## src/rtl/y86_pkg.sv

```systemverilog
// rtl/y86_pkg.sv - shared Y86 fetch constants
package y86_pkg;

    localparam logic [3:0] I_HALT  = 4'h0;
    localparam logic [3:0] I_NOP   = 4'h1;
    localparam logic [3:0] I_RRMOV = 4'h2;
    localparam logic [3:0] I_IRMOV = 4'h3;
    localparam logic [3:0] I_RMMOV = 4'h4;
    localparam logic [3:0] I_MRMOV = 4'h5;
    localparam logic [3:0] I_OP    = 4'h6;
    localparam logic [3:0] I_JXX   = 4'h7;
    localparam logic [3:0] I_CALL  = 4'h8;
    localparam logic [3:0] I_RET   = 4'h9;
    localparam logic [3:0] I_PUSH  = 4'hA;
    localparam logic [3:0] I_POP   = 4'hB;

    localparam logic [1:0] STAT_AOK = 2'd0;
    localparam logic [1:0] STAT_HLT = 2'd1;
    localparam logic [1:0] STAT_ADR = 2'd2;
    localparam logic [1:0] STAT_INS = 2'd3;

    localparam logic [3:0] REG_NONE = 4'hF;

endpackage

```

## src/rtl/y86_instr_len.sv

```systemverilog
// rtl/y86_instr_len.sv - icode to instruction length and field-presence flags
module y86_instr_len
    import y86_pkg::*;
(
    input  logic [3:0] icode,
    output logic [2:0] len,
    output logic       has_reg,
    output logic       has_valc
);

    // Invalid icodes fall to the 1-byte default; the fetch FSM traps them first
    always_comb begin
        len      = 3'd1;
        has_reg  = 1'b0;
        has_valc = 1'b0;
        case (icode)
            I_RRMOV, I_OP, I_PUSH, I_POP: begin
                len     = 3'd2;
                has_reg = 1'b1;
            end
            I_IRMOV, I_RMMOV, I_MRMOV: begin
                len      = 3'd6;
                has_reg  = 1'b1;
                has_valc = 1'b1;
            end
            I_JXX, I_CALL: begin
                len      = 3'd5;
                has_valc = 1'b1;
            end
            default: ;
        endcase
    end

endmodule

```

## src/rtl/y86_fetch.sv

```systemverilog
// rtl/y86_fetch.sv - Y86 PC register and byte-serial fetch sequencer
module y86_fetch
    import y86_pkg::*;
#(
    parameter int                ADDR_W   = 32,
    parameter logic [ADDR_W-1:0] RESET_PC = '0
) (
    input  logic              clk,
    input  logic              rst_n,
    output logic              mem_req,
    output logic [ADDR_W-1:0] mem_addr,
    input  logic              mem_ack,
    input  logic [7:0]        mem_rdata,
    input  logic              mem_err,
    output logic              out_valid,
    input  logic              out_ready,
    output logic [3:0]        icode,
    output logic [3:0]        ifun,
    output logic [3:0]        rA,
    output logic [3:0]        rB,
    output logic [ADDR_W-1:0] valC,
    output logic [ADDR_W-1:0] valP,
    output logic [ADDR_W-1:0] pc,
    input  logic              pc_load,
    input  logic [ADDR_W-1:0] pc_in,
    output logic [1:0]        stat
);

    localparam logic [2:0] ST_FETCH = 3'd0;
    localparam logic [2:0] ST_VALID = 3'd1;
    localparam logic [2:0] ST_WAIT  = 3'd2;
    localparam logic [2:0] ST_HALT  = 3'd3;
    localparam logic [2:0] ST_ERR   = 3'd4;

    logic [2:0]        state;
    logic [2:0]        cnt;
    logic [3:0]        len_icode;
    logic [2:0]        len;
    logic              has_reg;
    logic              has_valc;
    logic              last_byte;
    logic [2:0]        valc_idx;
    logic [ADDR_W-1:0] byte_ext;
    logic [ADDR_W-1:0] cnt_ext;
    logic [ADDR_W-1:0] len_ext;

    // On byte 0 the length comes straight from the arriving byte, later from the latched icode
    assign len_icode = (cnt == 3'd0) ? mem_rdata[7:4] : icode;

    y86_instr_len u_len (
        .icode    (len_icode),
        .len      (len),
        .has_reg  (has_reg),
        .has_valc (has_valc)
    );

    assign last_byte = (cnt == len - 3'd1);
    // valC starts after the register byte when there is one
    assign valc_idx  = has_reg ? cnt - 3'd2 : cnt - 3'd1;
    assign byte_ext  = {{(ADDR_W-8){1'b0}}, mem_rdata};
    assign cnt_ext   = {{(ADDR_W-3){1'b0}}, cnt};
    assign len_ext   = {{(ADDR_W-3){1'b0}}, len};

    // Request is gated by reset so it is low while reset is held and high the first cycle after
    assign mem_req   = (state == ST_FETCH) && rst_n;
    assign mem_addr  = pc + cnt_ext;
    assign out_valid = (state == ST_VALID);

    // Fetch FSM, byte assembly and PC register
    always_ff @(posedge clk or negedge rst_n) begin
        if (!rst_n) begin
            state <= ST_FETCH;
            cnt   <= 3'd0;
            pc    <= RESET_PC;
            icode <= I_HALT;
            ifun  <= 4'h0;
            rA    <= REG_NONE;
            rB    <= REG_NONE;
            valC  <= '0;
            valP  <= '0;
            stat  <= STAT_AOK;
        end else begin
            case (state)
                ST_FETCH: begin
                    if (mem_ack) begin
                        if (mem_err) begin
                            stat  <= STAT_ADR;
                            state <= ST_ERR;
                        end else if (cnt == 3'd0 && mem_rdata[7:4] > I_POP) begin
                            stat  <= STAT_INS;
                            state <= ST_ERR;
                        end else begin
                            if (cnt == 3'd0) begin
                                icode <= mem_rdata[7:4];
                                ifun  <= mem_rdata[3:0];
                                rA    <= REG_NONE;
                                rB    <= REG_NONE;
                                valC  <= '0;
                            end else if (has_reg && cnt == 3'd1) begin
                                rA <= mem_rdata[7:4];
                                rB <= mem_rdata[3:0];
                            end else if (has_valc) begin
                                valC <= valC | (byte_ext << {valc_idx, 3'b000});
                            end
                            if (last_byte) begin
                                valP  <= pc + len_ext;
                                cnt   <= 3'd0;
                                state <= ST_VALID;
                            end else begin
                                cnt <= cnt + 3'd1;
                            end
                        end
                    end
                end
                ST_VALID: begin
                    if (out_ready) begin
                        if (icode == I_HALT) begin
                            stat  <= STAT_HLT;
                            state <= ST_HALT;
                        end else begin
                            state <= ST_WAIT;
                        end
                    end
                end
                ST_WAIT: begin
                    if (pc_load) begin
                        pc    <= pc_in;
                        cnt   <= 3'd0;
                        state <= ST_FETCH;
                    end
                end
                default: ;
            endcase
        end
    end

endmodule

```

## config.mk

```make
export PLATFORM = sky130hd
export DESIGN_NAME = y86_fetch
export DESIGN_NICKNAME = d
export VERILOG_FILES = /design/src/rtl/y86_pkg.sv /design/src/rtl/y86_instr_len.sv /design/src/rtl/y86_fetch.sv
export SDC_FILE = /design/constraint.sdc
export NUM_CORES = 1
export LEC_CHECK = 0
export BUFFER_PORTS_ARGS = -buffer_cell sky130_fd_sc_hd__buf_2
export CORE_MARGIN = 10
export CORE_UTILIZATION = 55
export DETAILED_ROUTE_END_ITERATION = 8
export PLACE_DENSITY = 0.95
export REMOVE_ABC_BUFFERS = 1
export SLEW_MARGIN = 15
export SYNTH_ARGS = -nofsm -noshare
export SYNTH_HDL_FRONTEND = slang
export SYNTH_SLANG_ARGS = --single-unit
```

## constraint.sdc

```tcl
create_clock -name clk -period 7.8 [get_ports clk]
set_input_delay 2.34 -clock clk [delete_from_list [all_inputs] [get_ports clk]]
set_output_delay 2.34 -clock clk [all_outputs]
set_load 0.01 [all_outputs]
```

==> summary.md, run 1 <==
| Metric | Value |
|---|---|
| Status | finished clean |
| Critical path's top delay family | buffers and inverters |
| Area Overhead vs Synth | 23.8% |
| Final HPWL from detailed placement | 13200 um |
| Synthesized cell area | 6390 um^2 |
| Wire per inst | 21.0 um |
| Die X-Extent | 128 um |
| Slowest stage delay, CP | 0.57 ns |
| Seq cells post-synth | 120 |
| All-layer global routing usage | 22.3% |
| Largest net degree at the start of global routing | 63 |
| Worst Path Required | 5.46 ns |
| Post-DP Area | 7350 um^2 |
| Max_slew headroom | 21.6% |
| Global-route wire length before repair | 29300 um |
| Die span in y | 128 um |
| CTS resizes | 0 |
| Worst-path cell with the longest stage delay | buf_4 |
| Max Clock Skew | 0.0103 ns |
| Clock transition at the registers of the reported paths | 0.05 ns |
| FF-to-FF Start | cnt[1]$_DFFE_PN0P_ |
| Startpoint Class | input pin |
| Synth async-reset ratio | 100% |
| Num CTS Buffers | 17 |
| Core area | 11400 um^2 |
| Row cnt | 39 |
| Vias per cell | 5.92 |
| Non-filler cells, final | 871 |
| Sequential share of the synthesized area | 47.2% |
| Placed cells | 839 |
| Clock latency on the worst-skew pair | 0.42 ns |
| Clk buf depth | 2 |
| Top_reg_cell synth | dfrtp_1 |
| Final Slew Violations | 0 |
| Critical Path, Cell by Cell | buf_4, and2_1, buf_2 |
| Post-synth EDFFs | 0 |
| Post-CTS setup buffer count | 0 |
| P per Cell Area | 177 nW/um^2 |
| RSZ-0062 raised after global routing | false |
| Post-route cell area | 7910 um^2 |
| Synth Warn # | 0 |
| CP max FO | 62 |
| R2R cell count | 15 |
| WP depth | 3 |
| Fillers | 769 |
| Post-synthesis cell type count | 65 |
| CP bufs+invs | 2 |
| Cts hold-fix bufs | 0 |
| Total Power | 0.00140 W |
| H-tree Lvls | 4 |
| Average size of a mapped cell | 11.9 um^2 |
| Crit path kind | input pin to output port |
| Fmax | 0.177 GHz |
| Setup TNS | 0 ns |
| Critical Path End | mem_req |
| Initial antenna violation count | 0 |
| Drt pass-1 iters | 5 |
| Reg-to-Reg End | valP[28]$_DFFE_PN0P_ |
| Initial Utilization | 56.0% |
| Clk root buf | clkbuf_16 |
| Final #Nets | 773 |
| Max Cap Viol | 0 |
| Post-Syn Instances | 537 |
| Worst vdd ir | 0.158 mV |
| Period utilization | 72.6% |
| Residual DRC count | 0 |
| Slew @ Worst Pin | 1.18 ns |
| Share of post-route cells with drive strength above 1 | 43.4% |
| Die ar. | 16300 um^2 |
| Number of global-route vias before repair | 5435 |
| TritonCTS clock tree | done |
| Hold crit path type | flop to flop |
| Hold Fails Final Rpt | 0 |
| Gpl congestion | 0.895 |
| FF-to-FF setup slack | 3.60 ns |
| Drt total wl | 18300 um |
| GR Overflow Total | 0 |
| Setup ws final | 2.13 ns |
| Final setup vio count | 0 |
| CP endpoint kind | output port |
| Leakage dissipation | 4.36 nW |
| ANT cells | 0 |
| CTS Sinks | 120 |
| Top Ports | 194 |
| Via count | 5152 |
| Initial DRC count | 391 |
| CP arrival | 3.33 ns |
| Post-route ant nets | 0 |
| Place WS | 2.09 ns |
| Final min period | 5.67 ns |
| Crit path from | rst_n |
| PortBufs | 193 |
synth_stat cells (all sizes together), types with 2 or more instances:
master	count	area share [%]
nand4	8	1.0
o32ai	2	0.39
and4	4	0.55
mux2i	10	1.6
nor4	3	0.39
a21o	2	0.23
nand2b	6	0.70
a211oi	2	0.51
nand3	18	1.5
inv	14	0.82
nor2b	9	1.0
xnor2	34	4.8
and3	12	1.2
and2	4	0.39
a32o	34	5.3
nor3	9	0.88
o21ai	12	1.0
a21oi	8	0.74
fa	2	0.63
mux2	68	14
ha	10	2.0
nor2	30	1.8
dfrtp	112	44
nor3b	2	0.23
buf	23	2.4
or2	2	0.20
nand2	36	2.1
xor2	27	3.7
dfstp	8	3.3
clkbuf	13	0.78
per-layer routing:
metal,vias up,global-route usage [%],routed length (um)
li1,2281,-,-
met1,2493,26.4,7110
met4,0,10.3,549
met5,-,0,0
met3,49,8.23,1910
met2,329,35.4,8720
worst min-delay path by stage:
stage	startpoint	endpoint	slack, ns	cells after the start
global route	valC[30]$_DFFE_PN0P_	valC[30]$_DFFE_PN0P_	0.50	1
finish	valC[30]$_DFFE_PN0P_	valC[30]$_DFFE_PN0P_	0.48	1
CTS	valC[27]$_DFFE_PN0P_	valC[27]$_DFFE_PN0P_	0.49	1
detailed placement	stat[0]$_DFFE_PN0P_	stat[0]$_DFFE_PN0P_	0.47	2
floorplan	state[2]$_DFFE_PN0P_	state[2]$_DFFE_PN0P_	0.51	2
global placement	stat[1]$_DFFE_PN0P_	stat[1]$_DFFE_PN0P_	0.46	2
cell type report:
class	instances	area [um^2]	area share (%)
clock buffer	29	510	6.45
tap	143	179	2.26
inverter	14	52.6	0.664
timing repair buffer	195	983	12.4
multi-input combinational	367	3130	39.6
sequential	120	3010	38.1
clock inverter	3	40.0	0.506
layout by cell type (no fill, tap or decap), drive strengths merged, types with 2 or more instances in the layout:
cell type  netlist  layout
clkinv           0       2
xor2            27      27
a21oi            8       8
a32o            34      34
nand4            8       8
o32ai            2       2
mux2i           10      10
buf             23     195
ha              10      10
nor4             3       3
o21ai           12      12
dfrtp          112     112
clkbuf          13      29
fa               2       2
mux2            68      68
inv             14      14
nor2b            9       9
xnor2           34      34
nor3b            2       2
nand2           36      36
a211oi           2       2
and3            12      12
dfstp            8       8
or2              2       2
and4             4       4
nand2b           6       6
a21o             2       2
nor3             9       9
nand3           18      18
and2             4       4
nor2            30      30
state kept, by name, summed over array words and instances, names as in the netlist:
signal / flops
rA: 4
icode: 4
valC: 32
pc: 32
stat: 2
valP: 32
state: 3
rB: 4
ifun: 4
cnt: 3
cell families (layout without fill, tap and decap cells):
| kind of cell | after synthesis | in the layout | synth area share, % |
|---|---|---|---|
| buffers and inverters | 50 | 241 | 4.05 |
| AO/OA/AOI/OAI | 68 | 68 | 9.73 |
| adder cells (fa/ha/maj) | 12 | 12 | 2.58 |
| multiplexers | 78 | 78 | 15.1 |
| XOR/XNOR | 61 | 61 | 8.48 |
| flip-flops | 120 | 120 | 47.2 |
| AND/OR/NAND/NOR | 148 | 148 | 12.9 |
power by group:
part | leakage [nW] | internal (W) | switching (W)
combinational | 2.47 | 0.0000154 | 0.0000301
clock | 0.270 | 0.000470 | 0.000259
sequential | 1.62 | 0.000624 | 0
through the flow:
step	utilization, %	hold WS, ns
2_1_floorplan	-	0.514
3_3_place_gp	64.4	0.462
3_5_place_dp	64.4	0.473
4_1_cts	69.2	0.485
5_1_grt	69.3	0.496
6_report	69.3	0.482
(Power assumes the default switching activity.)
==> run 2: changes to the inputs <==
CORE_UTILIZATION = 52   (was 55)
PLACE_DENSITY = 0.91   (was 0.95)
clock period = 5.86 ns   (was 7.8 ns; I/O delays follow)
==> summary.md, run 2 (synthesis results as in run 1) <==
| Metric | Value |
|---|---|
| Status | finished clean |
| Final setup vio count | 0 (unchanged) |
| CTS resizes | 0 (unchanged) |
| Fin util | 66.5% (-2.8 points) |
| Num CTS Buffers | 17 (unchanged) |
| Setup TNS | 0 ns (unchanged) |
| Number of global-route vias before repair | 5380 (-1.0%) |
| Die span in y | 131 um (+2.4%) |
| CP arrival | 3.27 ns (-0.06 ns) |
| Final Slew Violations | 0 (unchanged) |
| Initial antenna violation count | 0 (unchanged) |
| Wire per inst | 20.5 um (-2.2%) |
| Post-CTS setup buffer count | 0 (unchanged) |
| Slowest stage delay, CP | 0.56 ns (about the same) |
| Final #Nets | 775 (+0.26%) |
| Initial Utilization | 53.2% (-2.8 points) |
| Max Clock Skew | 0.00581 ns (-0.00447 ns) |
| Die ar. | 17100 um^2 (+4.9%) |
| Startpoint Class | flop |
| Clk root buf | clkbuf_16 |
| Leakage dissipation | 4.39 nW (+0.81%) |
| Total Power | 0.00194 W (+39%) |
| Top Ports | 194 (unchanged) |
| CTS Sinks | 120 (unchanged) |
| Max_slew headroom | 33.7% (+12 points) |
| Die X-Extent | 131 um (+2.4%) |
| Vias per cell | 5.83 (-1.4%) |
| TritonCTS clock tree | done |
| Slew @ Worst Pin | 0.993 ns (-0.184 ns) |
| RSZ-0062 raised after global routing | false |
| Core area | 12000 um^2 (+5.2%) |
| CP endpoint kind | output port |
| Initial DRC count | 396 (+1.3%) |
| Fmax | 0.199 GHz |
| Critical Path, Cell by Cell | ha_1, inv_1, fa_1, nor2b_1, o21ai_2, nand3b_4, or4_1, nor2_1, xor2_1, buf_2 |
| Worst-path cell with the longest stage delay | or4_1 |
| Period utilization | 85.8% |
| Critical path's top delay family | simple AND/OR/NAND/NOR gates |
| Hold crit path type | flop to flop |
| Max Cap Viol | 0 (unchanged) |
| Place WS | 0.946 ns (-1.15 ns) |
| Largest net degree at the start of global routing | 62 (-1.6%) |
| Gpl congestion | 0.922 (+3.1%) |
| Area Overhead vs Synth | 25.0% |
| Most frequent cells in the layout | buf_2, dfrtp_1, mux2_2 |
| Clock latency on the worst-skew pair | 0.42 ns (about the same) |
| PortBufs | 193 (unchanged) |
| Drt total wl | 18000 um (-1.7%) |
| GR Overflow Total | 0 (unchanged) |
| ANT cells | 0 (unchanged) |
| All-layer global routing usage | 21.2% (-1.1 points) |
| Via count | 5107 (-0.87%) |
| Share of post-route cells with drive strength above 1 | 44.3% (+0.90 points) |
| Clk buf depth | 2 (unchanged) |
| Top Registers | pc x32, valC x32, valP x32 |
| Row cnt | 40 (+2.6%) |
| Global-route wire length before repair | 28200 um (-3.6%) |
| Final min period | 5.03 ns |
| Setup ws final | 0.831 ns (-1.30 ns) |
| Residual DRC count | 0 (unchanged) |
| Final HPWL from detailed placement | 13400 um (+1.4%) |
| H-tree Lvls | 4 (unchanged) |
| Clock transition at the registers of the reported paths | 0.05 ns (about the same) |
| Fillers | 884 (+15%) |
| Worst vdd ir | 0.237 mV (+51%) |
| Cts hold-fix bufs | 0 (unchanged) |
| Post-route ant nets | 0 (unchanged) |
| Worst Path Required | 4.10 ns (-1.36 ns) |
| CP max FO | 9 (-85%) |
| CP bufs+invs | 2 (unchanged) |
| Drt pass-1 iters | 6 (+1) |
| Crit path kind | flop to output port |
| Hold Fails Final Rpt | 0 (unchanged) |
| Commonest non-fill, non-tap cell in the layout | buf_2 |
| P per Cell Area | 243 nW/um^2 (+37%) |
-- run 2: cell count changes in the layout (fill, tap and decap cells not counted) --
cell        change
clkinv_2        +3
bufinv_16       +2
buf_4           +2
o32ai_4         +1
o32ai_2         -1
clkbuf_1        -6
clkbuf_8        -1
clkinvlp_4      +1
-- run 2: metal layers --
| layer | up-vias | GRT usage (%) | part of all wire (%) |
|---|---|---|---|
| li1 | 2281 | - | - |
| met1 | 2494 | 25.4 | 40 |
| met2 | 292 | 32.9 | 47 |
| met3 | 40 | 8.26 | 11 |
| met4 | 0 | 10.1 | 2.3 |
| met5 | - | 0 | 0 |
-- run 2: metrics by stage --
stage | cell area [um^2] | cells | hold WS (ns)
2_1_floorplan | 6180 | 501 | 0.514
3_3_place_gp | 7370 | 845 | 0.458
3_5_place_dp | 7370 | 845 | 0.472
4_1_cts | 7970 | 876 | 0.483
5_1_grt | 7990 | 876 | 0.494
6_report | 7990 | 876 | 0.485
-- run 2: worst paths after layout --
kind,slack [ns],from,to,depth (start not counted)
hold / removal,0.48,valC[8]$_DFFE_PN0P_,valC[8]$_DFFE_PN0P_,1
setup / recovery,0.83,cnt[0]$_DFFE_PN0P_,mem_addr[28],10
hold reg to reg,0.48,valC[8]$_DFFE_PN0P_,valC[8]$_DFFE_PN0P_,1
max in group asynchronous,3.08,rst_n,pc[6]$_DFFE_PN0P_,3
setup reg to reg,1.75,cnt[1]$_DFFE_PN0P_,valP[28]$_DFFE_PN0P_,15
min in group asynchronous,1.51,rst_n,valC[12]$_DFFE_PN0P_,2
-- run 2: layout make-up --
class                           count  area (um^2)  share of cell area (%)
Multi-Input combinational cell    367         3150                    39.4
Sequential cell                   120         3010                    37.7
Timing Repair Buffer              197          998                    12.5
Clock buffer                       22          474                    5.93
Tap cell                          147          184                    2.30
Clock inverter                      9          123                    1.53
Inverter                           14         52.6                   0.658
-- run 2: where the power goes --
group / switching (W) / internal (W) / total [W]
sequential: 0 / 0.000830 / 0.000830
clock: 0.000354 / 0.000694 / 0.00105
combinational: 0.0000407 / 0.0000214 / 0.0000621
